**src/rtl/comb_mask_generator_if.sv**
```systemverilog
// ============================================================================
// comb_mask_generator_if : mask stream bundle (valid/ready with index/last).
// Revision: 1.0
// ============================================================================
`default_nettype none

interface comb_mask_generator_if #(
  parameter int SIZE = 5,
  parameter int CW   = 16
);
  logic            m_valid;
  logic            m_ready;
  logic [SIZE-1:0] m_mask;
  logic [CW-1:0]   m_index;
  logic            m_last;

  modport master (output m_valid, output m_mask, output m_index, output m_last, input m_ready);
  modport slave  (input m_valid, input m_mask, input m_index, input m_last, output m_ready);
endinterface

`default_nettype wire

```
**src/rtl/comb_mask_generator.sv**
```systemverilog
// ============================================================================
// comb_mask_generator : enumerates every SIZE-bit mask with r bits set, ascending.
// Revision: 1.0
// ============================================================================
`default_nettype none

module comb_mask_generator #(
  parameter int SIZE = 5,
  parameter int RW   = 3,
  parameter int CW   = 16
) (
  input  wire logic          clk,
  input  wire logic          rst,
  input  wire logic          start,
  input  wire logic [RW-1:0] r,
  output logic               busy,
  comb_mask_generator_if.master m,
  output logic               done,
  output logic               err
);

  localparam int CTZW = (SIZE > 1) ? $clog2(SIZE) : 1;

  typedef enum logic [0:0] {
    IDLE = 1'b0,
    EMIT = 1'b1
  } state_t;

  state_t          r_state;
  logic [RW-1:0]   r_r;
  logic [SIZE-1:0] r_mask;
  logic [CW-1:0]   r_index;
  logic            r_valid;
  logic            r_last;
  logic            r_busy;
  logic            r_done;
  logic            r_err;

  logic [SIZE-1:0] w_c;
  logic [SIZE:0]   w_s;
  logic [CTZW-1:0] w_ctz;
  logic [SIZE-1:0] w_diff;
  logic [SIZE-1:0] w_next;
  logic [SIZE-1:0] w_load_first;
  logic [SIZE-1:0] w_load_final;
  logic [SIZE-1:0] w_final;

  function automatic logic [SIZE-1:0] first_mask(input logic [RW-1:0] rv);
    logic [SIZE-1:0] f;
    for (int i = 0; i < SIZE; i++) f[i] = (i < int'(rv));
    return f;
  endfunction

  function automatic logic [SIZE-1:0] final_mask(input logic [RW-1:0] rv);
    logic [SIZE-1:0] f;
    for (int i = 0; i < SIZE; i++) f[i] = (i >= SIZE - int'(rv));
    return f;
  endfunction

  // Gosper's hack: lowest set bit c, ripple it up, refill the low ones shifted by ctz(c)
  always_comb begin
    w_c   = r_mask & (~r_mask + SIZE'(1));
    w_s   = {1'b0, r_mask} + {1'b0, w_c};
    w_ctz = '0;
    for (int i = SIZE - 1; i >= 0; i--) begin
      if (w_c[i]) w_ctz = CTZW'(i);
    end
    w_diff = SIZE'(((w_s ^ {1'b0, r_mask}) >> 2) >> w_ctz);
    w_next = w_s[SIZE-1:0] | w_diff;
  end

  assign w_load_first = first_mask(r);
  assign w_load_final = final_mask(r);
  assign w_final      = final_mask(r_r);

  always_ff @(posedge clk) begin
    if (rst) begin
      r_state <= IDLE;
      r_r     <= '0;
      r_mask  <= '0;
      r_index <= '0;
      r_valid <= 1'b0;
      r_last  <= 1'b0;
      r_busy  <= 1'b0;
      r_done  <= 1'b0;
      r_err   <= 1'b0;
    end else begin
      r_done <= 1'b0;
      r_err  <= 1'b0;
      case (r_state)
        IDLE: begin
          if (start) begin
            if (int'(r) > SIZE) begin
              r_err <= 1'b1;
            end else begin
              r_r     <= r;
              r_mask  <= w_load_first;
              r_index <= '0;
              r_last  <= (w_load_first == w_load_final);
              r_valid <= 1'b1;
              r_busy  <= 1'b1;
              r_state <= EMIT;
            end
          end
        end
        EMIT: begin
          if (m.m_ready) begin
            if (r_last) begin
              r_valid <= 1'b0;
              r_busy  <= 1'b0;
              r_last  <= 1'b0;
              r_done  <= 1'b1;
              r_state <= IDLE;
            end else begin
              r_mask  <= w_next;
              r_index <= r_index + CW'(1);
              r_last  <= (w_next == w_final);
            end
          end
        end
        default: r_state <= IDLE;
      endcase
    end
  end

  assign busy      = r_busy;
  assign done      = r_done;
  assign err       = r_err;
  assign m.m_valid = r_valid;
  assign m.m_mask  = r_mask;
  assign m.m_index = r_index;
  assign m.m_last  = r_last;

endmodule

`default_nettype wire

```
**src/flat_wrapper.sv**
```systemverilog
// flat-port wrapper written by rule: the top's interface ports become plain ports
module comb_mask_generator_flat 
#(
  parameter int SIZE = 5,
  parameter int RW   = 3,
  parameter int CW   = 16
)
  (clk, rst, start, r, busy, done, err, m_m_valid, m_m_mask, m_m_index, m_m_last, m_m_ready);
  comb_mask_generator_if #(.SIZE(SIZE), .CW(CW)) m_i ();
  input  wire logic clk;
  input  wire logic rst;
  input  wire logic start;
  input  wire logic [RW-1:0] r;
  output logic busy;
  output logic done;
  output logic err;
  output wire logic [$bits(m_i.m_valid)-1:0] m_m_valid;
  output wire logic [$bits(m_i.m_mask)-1:0] m_m_mask;
  output wire logic [$bits(m_i.m_index)-1:0] m_m_index;
  output wire logic [$bits(m_i.m_last)-1:0] m_m_last;
  input wire logic [$bits(m_i.m_ready)-1:0] m_m_ready;
  assign m_m_valid = m_i.m_valid;
  assign m_m_mask = m_i.m_mask;
  assign m_m_index = m_i.m_index;
  assign m_m_last = m_i.m_last;
  assign m_i.m_ready = m_m_ready;
  comb_mask_generator #(.SIZE(SIZE), .RW(RW), .CW(CW)) u_core (.clk(clk), .rst(rst), .start(start), .r(r), .busy(busy), .m(m_i), .done(done), .err(err));
endmodule
```
**config.mk**
```make
export PLATFORM = sky130hd
export DESIGN_NAME = comb_mask_generator_flat
export DESIGN_NICKNAME = d
export VERILOG_FILES = /design/src/rtl/comb_mask_generator_if.sv /design/src/rtl/comb_mask_generator.sv /design/src/flat_wrapper.sv
export SDC_FILE = /design/constraint.sdc
export NUM_CORES = 1
export LEC_CHECK = 0
export CORE_UTILIZATION = 32
export DETAILED_ROUTE_END_ITERATION = 7
export PLACE_DENSITY_LB_ADDON = 0.2
export SETUP_SLACK_MARGIN = 0.1
export SYNTH_ARGS = -nofsm -noshare
export SYNTH_HDL_FRONTEND = slang
export SYNTH_SLANG_ARGS = --single-unit
```
**constraint.sdc**
```tcl
create_clock -name clk -period 2 [get_ports clk]
set_clock_uncertainty 0.05 [all_clocks]
set_input_delay 0.2 -clock clk [delete_from_list [all_inputs] [get_ports clk]]
set_output_delay 0.2 -clock clk [all_outputs]
set_load 0.005 [all_outputs]
```
==> results.yml, run 1 <==
status:
  status: "finished clean"
finish:
  fill_cells: 512
  antenna_cells: 0
  area_growth_pct: 34.9
  drive_above_1_share_pct: 15.0
  nNetsFinal: 276
  fin_cells: 330
placed_design:
  hpwl_um: 3100
  io_buffers: 32
  pre_cts_ws_ps: -101
  dp_cells: 322
  gp_congestion: 0.788
die:
  coreArea_um2: 5170
  chipWidth_um: 75.6
  io_pins: 33
  dieArea_um2: 5710
  initial_core_util_pct: 33.5
  num_rows: 26
  fp.dieH_um: 75.6
pwr:
  p_per_area_nw_per_um2: 612
  ir_drop_uv: 286
  seqPwrFrac_pct: 44.7
  p_clk_share_pct: 32.6
  p_leak_uw: 0.000892
  switching_share_pct: 29.4
  switching_power_uw: 421
  intPower_uw: 1010
  p_comb_share_pct: 22.7
global_routing:
  gr-total-overflow: 0
  top_usage_layer: "met2"
  grt_max_degree: 15
  grt_pass1_vias: 1461
  antenna_found_initial: 0
  use_met1_pct: 23.0
  grtUsageMet2_pct: 23.5
  track_usage_pct: 16.2
  grt_pass1_wl_um: 6820
  use_met3_pct: 4.89
clock_network:
  cts.path.max_buffers: 2
  tritoncts: "built"
  cts_buffers: 5
  cts_num_sinks: 29
  cts_root_buffer: "clkbuf_8"
  cts.clk_slew.worst_paths_ps: 60
  hold_buffers: 0
  h-tree-depth: 2
  clk-insertion-delay-late_ps: 280
detailed_routing:
  route.detailed.drc: 0
  antenna_left: 0
  drt_iter0_drc: 83
  vias: 1622
  wl_per_cell_um: 12.5
  vias_per_cell: 4.92
  routed_wl_um: 4130
  drt_pass1_iterations: 4
timing:
  min_period_over_period_pct: 88.2
  max_slew_margin_pct: 77.4
  slew_viol_final: 0
  fin_crit_ps: 1760
  setup_viol: 0
  hold_viol_final: 0
  max_freq_mhz: 567
  setup-tns-final_ps: 0
  layout_setup_ws_ps: 237
  whs_ps: 471
  rsz0062_at_grt: "true"
  worst_slew_pin_slew_ps: 339
worst_setup_path:
  cp-start-kind: "input pin"
  crit_arrival_ps: 1880
  crit_required_ps: 2110
  critical_path_class: "input pin to flip-flop"
  end_kind: "flip-flop"
  path_max_fanout: 5
synth:
  synth.avg_cell_area_um2: 8.17
  ys_types: 46
  synth_edf_count: 0
  seq_area_frac_synth_pct: 33.5
  yosys_warnings: 0
  synthCells: 212
  netlist_area_um2: 1730
  synth_flop_cell: "dfxtp_1"
  ys_ff_latch: 29
  async_flop_share_pct: 0
  syn_nets: 229
worst_hold_path:
  hold_class: "input pin to flip-flop"
job:
  max_cap_violations: 0
## per-layer routing
metal / up-vias / part of all wire (%)
met2: 48 / 43
met5: - / 0
li1: 832 / -
met3: 6 / 5.7
met4: 0 / 1.1
met1: 736 / 50
## what timing repair did
item / 4_1_cts / 5_1_grt
endpoints found under the hold margin: 0 / 0
gates resized for setup: 0 / 7
endpoints found under the setup margin: 0 / 2
buffers inserted: 0 / 0
## sequential cells by signal, indices dropped and copies added, names as in the netlist
signal / count
u_core.m.m_last: 1
u_core.m.m_mask: 5
u_core.done: 1
u_core.m.m_index: 16
u_core.m.m_valid: 1
u_core.r_state: 1
u_core.err: 1
u_core.r_r: 3
## layout by cell type (no fill, tap or decap), types with 4 or more instances in the layout
cell type / count
dfxtp_1: 28
ha_1: 10
clkbuf_8: 5
inv_1: 7
xor2_1: 12
o21ai_0: 13
buf_4: 20
nor2b_1: 4
nand4_1: 4
a21oi_1: 18
nand3_1: 9
a211oi_1: 4
nor2_1: 32
clkdlybuf4s50_1: 32
nand2_1: 12
## power groups by stage
stage | clock network [uW] | registers [uW] | logic (uW)
finish | 466 | 639 | 325
global route | 513 | 643 | 364
CTS | 481 | 638 | 321
detailed placement | 0 | 650 | 319
global placement | 0 | 650 | 321
floorplan | 0 | 635 | 200
## cell type report
cell class | count | area, um^2 | share of cell area, %
Tap cell | 70 | 87.6 | 3.75
Clock inverter | 2 | 10.0 | 0.428
Timing Repair Buffer | 53 | 490 | 21.0
Multi-Input combinational cell | 163 | 1070 | 45.7
Inverter | 7 | 26.3 | 1.12
Clock buffer | 6 | 72.6 | 3.11
Sequential cell | 29 | 582 | 24.9
## synthesized netlist by cell type (2+ instances only)
cell type | count | area (um^2)
nor2_4 | 2 | 22.5
o211ai_1 | 3 | 22.5
buf_4 | 3 | 22.5
nand3b_1 | 2 | 15.0
nand3_1 | 9 | 45.0
clkbuf_1 | 5 | 18.8
xor2_1 | 12 | 105
dfxtp_1 | 29 | 581
a21o_1 | 2 | 15.0
ha_1 | 10 | 125
mux2i_1 | 3 | 30.0
buf_2 | 4 | 20.0
nor3_1 | 3 | 15.0
nor2b_1 | 5 | 31.3
nand4_1 | 4 | 25.0
and3_1 | 2 | 12.5
or3_1 | 2 | 12.5
nor2_1 | 32 | 120
o21ai_0 | 15 | 75.1
a21oi_1 | 18 | 90.1
o31ai_1 | 2 | 15.0
a211oi_1 | 4 | 30.0
inv_1 | 7 | 26.3
nand2_1 | 12 | 45.0
## worst paths after layout
| path | start | end | slack, ps | depth (start not counted) |
|---|---|---|---|---|
| worst max-delay path | r[1] | u_core.m.m_index[9] | 240 | 9 |
| worst min-delay path | start | u_core.err | 470 | 2 |
| worst max register to register | u_core.r_r[1] | u_core.m.m_last | 270 | 8 |
| worst min register to register | u_core.m.m_valid | u_core.m.m_valid | 480 | 2 |
## critical path: stages
cell and delay [ps]:
clkdlybuf4s50_1 450, ha_1 240, nor3b_2 160, buf_4 160, o2111ai_4 160, nor2_4 180, nand4_1 120, xor2_1 160
nor2_1 50
## metrics by stage
step | utilization (%) | cell area [um^2] | power, uW
after floorplan | - | 1730 | 835
after global placement | 43.3 | 2240 | 971
after detailed placement | 43.3 | 2240 | 969
after CTS | 44.8 | 2320 | 1440
after global routing | 45.2 | 2340 | 1520
final | 45.2 | 2340 | 1430
## kinds of logic (layout without fill, tap and decap cells)
| family | after synthesis | after routing | share of synthesized area (%) |
|---|---|---|---|
| DFF | 29 | 29 | 33.5 |
| and+or+nand+nor | 84 | 84 | 25.4 |
| buffers and inverters | 20 | 68 | 5.71 |
| xor gates and xnor gates | 13 | 13 | 6.58 |
| muxes | 4 | 4 | 2.38 |
| adders and majority gates | 10 | 10 | 7.23 |
| AOI/OAI and AO/OA | 52 | 52 | 19.1 |
(Power assumes the default switching activity.)
==> inputs of run 2 (changes only) <==
==> constraint.sdc (replaced) <==
create_clock -name clk -period 1.8 [get_ports clk]
set_clock_uncertainty 0.05 [all_clocks]
set_input_delay 0.18 -clock clk [delete_from_list [all_inputs] [get_ports clk]]
set_output_delay 0.18 -clock clk [all_outputs]
set_load 0.005 [all_outputs]
==> run 2 against run 1 <==
Highest routed layer unchanged; sequential share of layout area down 0.078 points; sequential cell count unchanged; final cell count up 0.61%; first-iteration DRC count down 6.0%; non-clock buffer count up 3; combinational power up 14%.
==> results.yml, run 2 (synthesis gave the netlist of run 1 again) <==
die:
  fp.dieH_um: 75.6
  io_pins: 33
  initial_core_util_pct: 33.5
  chipWidth_um: 75.6
  dieArea_um2: 5710
  coreArea_um2: 5170
  num_rows: 26
worst_hold_path:
  holdPathEnd: "u_core.r_r[1]"
  hold_start: "r[1]"
  hold_class: "input pin to flip-flop"
  whs_path_depth: 4
worst_setup_path:
  path_max_fanout: 9
  end_kind: "flip-flop"
  crit_arrival_ps: 1790
  r2r_cells: 6
  crit_required_ps: 1940
  r2r_end: "u_core.m.m_last"
  ff2ff_setup_slack_ps: 150
  r2r_start: "u_core.m.m_mask[4]"
  cp-start-kind: "flip-flop"
  startpoint: "u_core.m.m_mask[4]"
  critical_path_class: "flip-flop to flip-flop"
clock_network:
  cts_root_buffer: "clkbuf_8"
  cts.path.max_buffers: 2
  cts_num_sinks: 29
  clk-insertion-delay-late_ps: 280
  hold_buffers: 0
  tritoncts: "built"
  cts.clk_slew.worst_paths_ps: 60
  h-tree-depth: 2
  cts_buffers: 5
global_routing:
  grt_pass1_wl_um: 6760
  antenna_found_initial: 0
  grt_max_degree: 15
  track_usage_pct: 15.8
  grt_pass1_vias: 1419
  gr-total-overflow: 0
timing:
  hold_viol_final: 0
  max_slew_margin_pct: 79.2
  setup_viol: 0
  slew_viol_final: 0
  setup-tns-final_ps: 0
  fin_crit_ps: 1650
  rsz0062_at_grt: "false"
  worst_slew_pin_slew_ps: 311
  min_period_over_period_pct: 91.6
  max_freq_mhz: 607
detailed_routing:
  vias: 1631
  routed_wl_um: 4100
  wl_per_cell_um: 12.4
  route.detailed.drc: 0
  drt_pass1_iterations: 4
  vias_per_cell: 4.91
  antenna_left: 0
  drt_iter0_drc: 78
finish:
  drive_above_1_share_pct: 18.7
  layout_common_cells: "nor2_1, clkdlybuf4s50_1, buf_4, dfxtp_1, a21oi_1"
  nNetsFinal: 279
  largest_reg_flops: 16
  area_growth_pct: 37.1
  stdcell_area_um2: 2370
  antenna_cells: 0
  utilization_pct: 45.9
  final_common_cell: "nor2_1"
status:
  status: "finished clean"
job:
  max_cap_violations: 0
placed_design:
  hpwl_um: 3190
  gp_congestion: 0.806
  placed_area_um2: 2240
  io_buffers: 32
pwr:
  ir_drop_uv: 393
  p_per_area_nw_per_um2: 681
  p_leak_uw: 0.000909
## run 2: changes by cell type in the layout (fill, tap and decap cells not counted), sizes merged
cell	previous run	this run
buf	21	24
clkdlybuf4s50	32	30
clkinv	2	0
dlygate4sd2	0	2
clkbuf	6	7
## run 2: per-stage QoR
step	power [uW]	hold WS [ps]	instances	setup WS, ps
after global routing	1710	452	332	102
after detailed placement	1070	461	324	-321
final	1620	405	332	152
after floorplan	928	269	212	225
after global placement	1070	454	324	-318
after CTS	1610	399	331	114
## run 2: power breakdown
| group | internal (uW) | switching (uW) |
|---|---|---|
| Sequential | 671 | 41.7 |
| Combinational | 189 | 182 |
| Clock | 303 | 229 |
| Total | 1160 | 453 |
## run 2: final cells by class
| type | count | area [um^2] |
|---|---|---|
| fillers | 525 | 2800 |
| multi-input cells | 163 | 1090 |
| flip-flops and latches | 29 | 589 |
| repair buffers | 56 | 498 |
| well taps | 70 | 87.6 |
| clock buffers | 7 | 86.3 |
| inverters | 7 | 26.3 |
## run 2: what timing repair did
item	in CTS	in global routing
gates resized for setup	7	12
buffers inserted	0	1
pin swaps	2	2
setup endpoints to repair	12	2
## run 2: worst max-delay path by stage
stage | end | slack [ps] | cells past startpoint
5_1_grt | u_core.m.m_last | 100 | 6
6_report | u_core.m.m_last | 150 | 6
3_3_place_gp | u_core.m.m_last | -320 | 8
4_1_cts | u_core.m.m_last | 110 | 8
3_5_place_dp | u_core.m.m_last | -320 | 8
2_1_floorplan | u_core.m.m_index[8] | 220 | 8
## run 2: critical path: stages, from the launching register on
cell and delay [ps]:
dfxtp_2 350, buf_4 160, mux2_2 260, o22a_1 240
a31oi_1 180, o21ai_1 80, o31ai_1 240
## run 2: layer usage
metal  share of wire (%)  global-route usage (%)
met2                  43                    22.9
met1                  53                    23.0
met3                 2.8                    3.70
met5                   0                       0
met4                 1.1                    4.94
==> inputs of run 3 (changes only) <==
--- a/config.mk
+++ b/config.mk
@@ -5,6 +5,7 @@
 export SDC_FILE = /design/constraint.sdc
 export NUM_CORES = 1
 export LEC_CHECK = 0
+export ABC_AREA = 1
 export CORE_UTILIZATION = 32
 export DETAILED_ROUTE_END_ITERATION = 7
 export PLACE_DENSITY_LB_ADDON = 0.2
==> run 3 against run 2 <==
Total power rose by 5.9%; cell area rose by 5.4%; synthesized area rose by 6.9%; sequential cell count did not move; sequential share of layout area fell by 1.2 points; register-to-register slack improved by 98 ps; critical path depth fell by 5; count of clock-buffer cells in the layout fell by 1; combinational power rose by 26%; synthesized cell count rose by 32%; first-iteration DRC count fell by 31%; setup slack improved by 52 ps; critical endpoint is now m_m_mask[4].
==> results.yml, run 3 <==
placed_design:
  gp_congestion: 0.765
  hpwl_um: 3500
  pre_cts_ws_ps: -210
  io_buffers: 32
finish:
  area_growth_pct: 35.1
  nNetsFinal: 349
  utilization_pct: 45.2
  antenna_cells: 0
  fill_cells: 591
  drive_above_1_share_pct: 16.5
  final_common_cell: "nand2_1"
  largest_reg_flops: 16
  layout_common_cells: "nand2_1, inv_1, clkdlybuf4s50_1"
synth:
  synth_area_leader_cell: "dfxtp_1"
  ys_types: 33
  synth.top_cell.area_share_pct: 31.4
  ys_top_cells_by_area: "dfxtp_1, nand2_1, a21oi_1, inv_1, ha_1"
  synth_flop_cell: "dfxtp_1"
  synth_compound_area_share_pct: 16.4
  synth_top_family_by_area: "simple AND/OR/NAND/NOR gates"
  synth-adder-area-share_pct: 6.76
  synth_xor_area_share_pct: 1.89
  synthCells: 280
  yosys_warnings: 0
  synth_common_cells: "nand2_1, inv_1, dfxtp_1, a21oi_1, nor2_1"
  netlist_area_um2: 1850
  synthMuxAreaShare_pct: 0
  yosysMostFrequentCell: "nand2_1"
  seq_area_frac_synth_pct: 31.4
  synth_edf_count: 0
  syn_nets: 297
  ys_ff_latch: 29
  synth.avg_cell_area_um2: 6.61
  async_flop_share_pct: 0
  yosys.area_share.simple_pct: 33.8
pwr:
  ir_drop_uv: 327
  p_per_area_nw_per_um2: 683
  p_leak_uw: 0.00109
timing:
  whs_ps: 418
  layout_setup_ws_ps: 204
  min_period_over_period_pct: 88.7
  setup_viol: 0
  setup-tns-final_ps: 0
  hold_viol_final: 0
  slew_viol_final: 0
  max_freq_mhz: 627
  max_slew_margin_pct: 73.6
  fin_crit_ps: 1600
  rsz0062_at_grt: "true"
  worst_slew_pin_slew_ps: 392
clock_network:
  clk-insertion-delay-late_ps: 280
  h-tree-depth: 2
  cts.clk_slew.worst_paths_ps: 70
  cts_root_buffer: "clkbuf_8"
  cts_num_sinks: 29
  cts_buffers: 5
  cts.path.max_buffers: 2
  tritoncts: "built"
  hold_buffers: 0
die:
  dieArea_um2: 6090
  coreArea_um2: 5540
  io_pins: 33
  chipWidth_um: 78.1
  initial_core_util_pct: 33.4
  num_rows: 27
  fp.dieH_um: 78.1
detailed_routing:
  routed_wl_um: 4440
  vias: 1883
  wl_per_cell_um: 11.0
  drt_pass1_iterations: 4
  vias_per_cell: 4.65
  drt_iter0_drc: 54
  antenna_left: 0
  route.detailed.drc: 0
global_routing:
  antenna_found_initial: 0
  grt_max_degree: 12
  grt_pass1_vias: 1676
  gr-total-overflow: 0
  track_usage_pct: 15.8
  grt_pass1_wl_um: 7590
worst_hold_path:
  hold_start: "r[2]"
  hold_class: "input pin to flip-flop"
job:
  max_cap_violations: 0
worst_setup_path:
  cp-start-kind: "flip-flop"
  path_buf_inv: 1
  crit_family: "buffers and inverters"
  r2r_start: "u_core.m.m_mask[1]"
  critical_path_class: "flip-flop to primary output"
  max_stage_delay_ps: 570
  crit_arrival_ps: 1370
  startpoint: "u_core.m.m_mask[4]"
  crit_required_ps: 1570
  path_max_fanout: 8
  worstPathCellList: "clkdlybuf4s50_1"
  end_kind: "primary output"
  cp_slowest_cell: "clkdlybuf4s50_1"
status:
  status: "finished clean"
[run 3: final timing paths]
path / endpoint / slack [ps] / cells past startpoint
max: m_m_mask[4] / 200 / 1
max reg2reg: u_core.m.m_last / 250 / 14
min: u_core.r_r[2] / 420 / 4
min reg2reg: u_core.r_r[0] / 450 / 2
[run 3: logic make-up (layout without fill, tap and decap cells)]
family | Yosys count | count (layout)
and+or+nand+nor | 137 | 137
AOI/OAI and AO/OA | 54 | 54
buffers and inverters | 46 | 99
DFF | 29 | 29
adders and majority gates | 10 | 10
xor gates and xnor gates | 4 | 4
[run 3: power breakdown]
group	switching (uW)	leakage, uW	internal, uW
Clock	253	0.0000450	267
Sequential	47.3	0.000238	674
Combinational	264	0.000803	206
[run 3: cell type report]
type | count | area, um^2 | area share (%)
Sequential cell | 29 | 591 | 23.6
Clock buffer | 6 | 72.6 | 2.90
Inverter | 38 | 145 | 5.80
Multi-Input combinational cell | 205 | 1110 | 44.6
Timing Repair Buffer | 53 | 479 | 19.2
Tap cell | 72 | 90.1 | 3.60
Clock inverter | 2 | 10.0 | 0.400
[run 3: stage by stage]
stage	total power, uW	std cells	instance area, um^2
3_3_place_gp	1180	397	2380
3_5_place_dp	1190	397	2380
6_report	1710	405	2500
4_1_cts	1710	405	2470
2_1_floorplan	1020	280	1850
5_1_grt	1820	405	2500
[run 3: worst min-delay path, cell delays in order]
cell           delay [ps]
dlygate4sd2_1         230
buf_6                 120
o21ai_0                80
a21oi_1               110
[run 3: what timing repair did]
action                     4_1_cts  5_1_grt
setup endpoints to repair        2        5
resized for setup                4       16
pin swaps                        3        1
hold endpoints to repair         0        0
setup buffers                    0        0
[run 3: metal layers]
| metal | up-vias | GRT usage [%] | wire length [um] |
|---|---|---|---|
| met5 | - | 0 | 0 |
| li1 | 1019 | - | - |
| met3 | 5 | 4.77 | 190 |
| met1 | 832 | 22.5 | 2420 |
| met4 | 0 | 5.00 | 47 |
| met2 | 27 | 22.6 | 1780 |
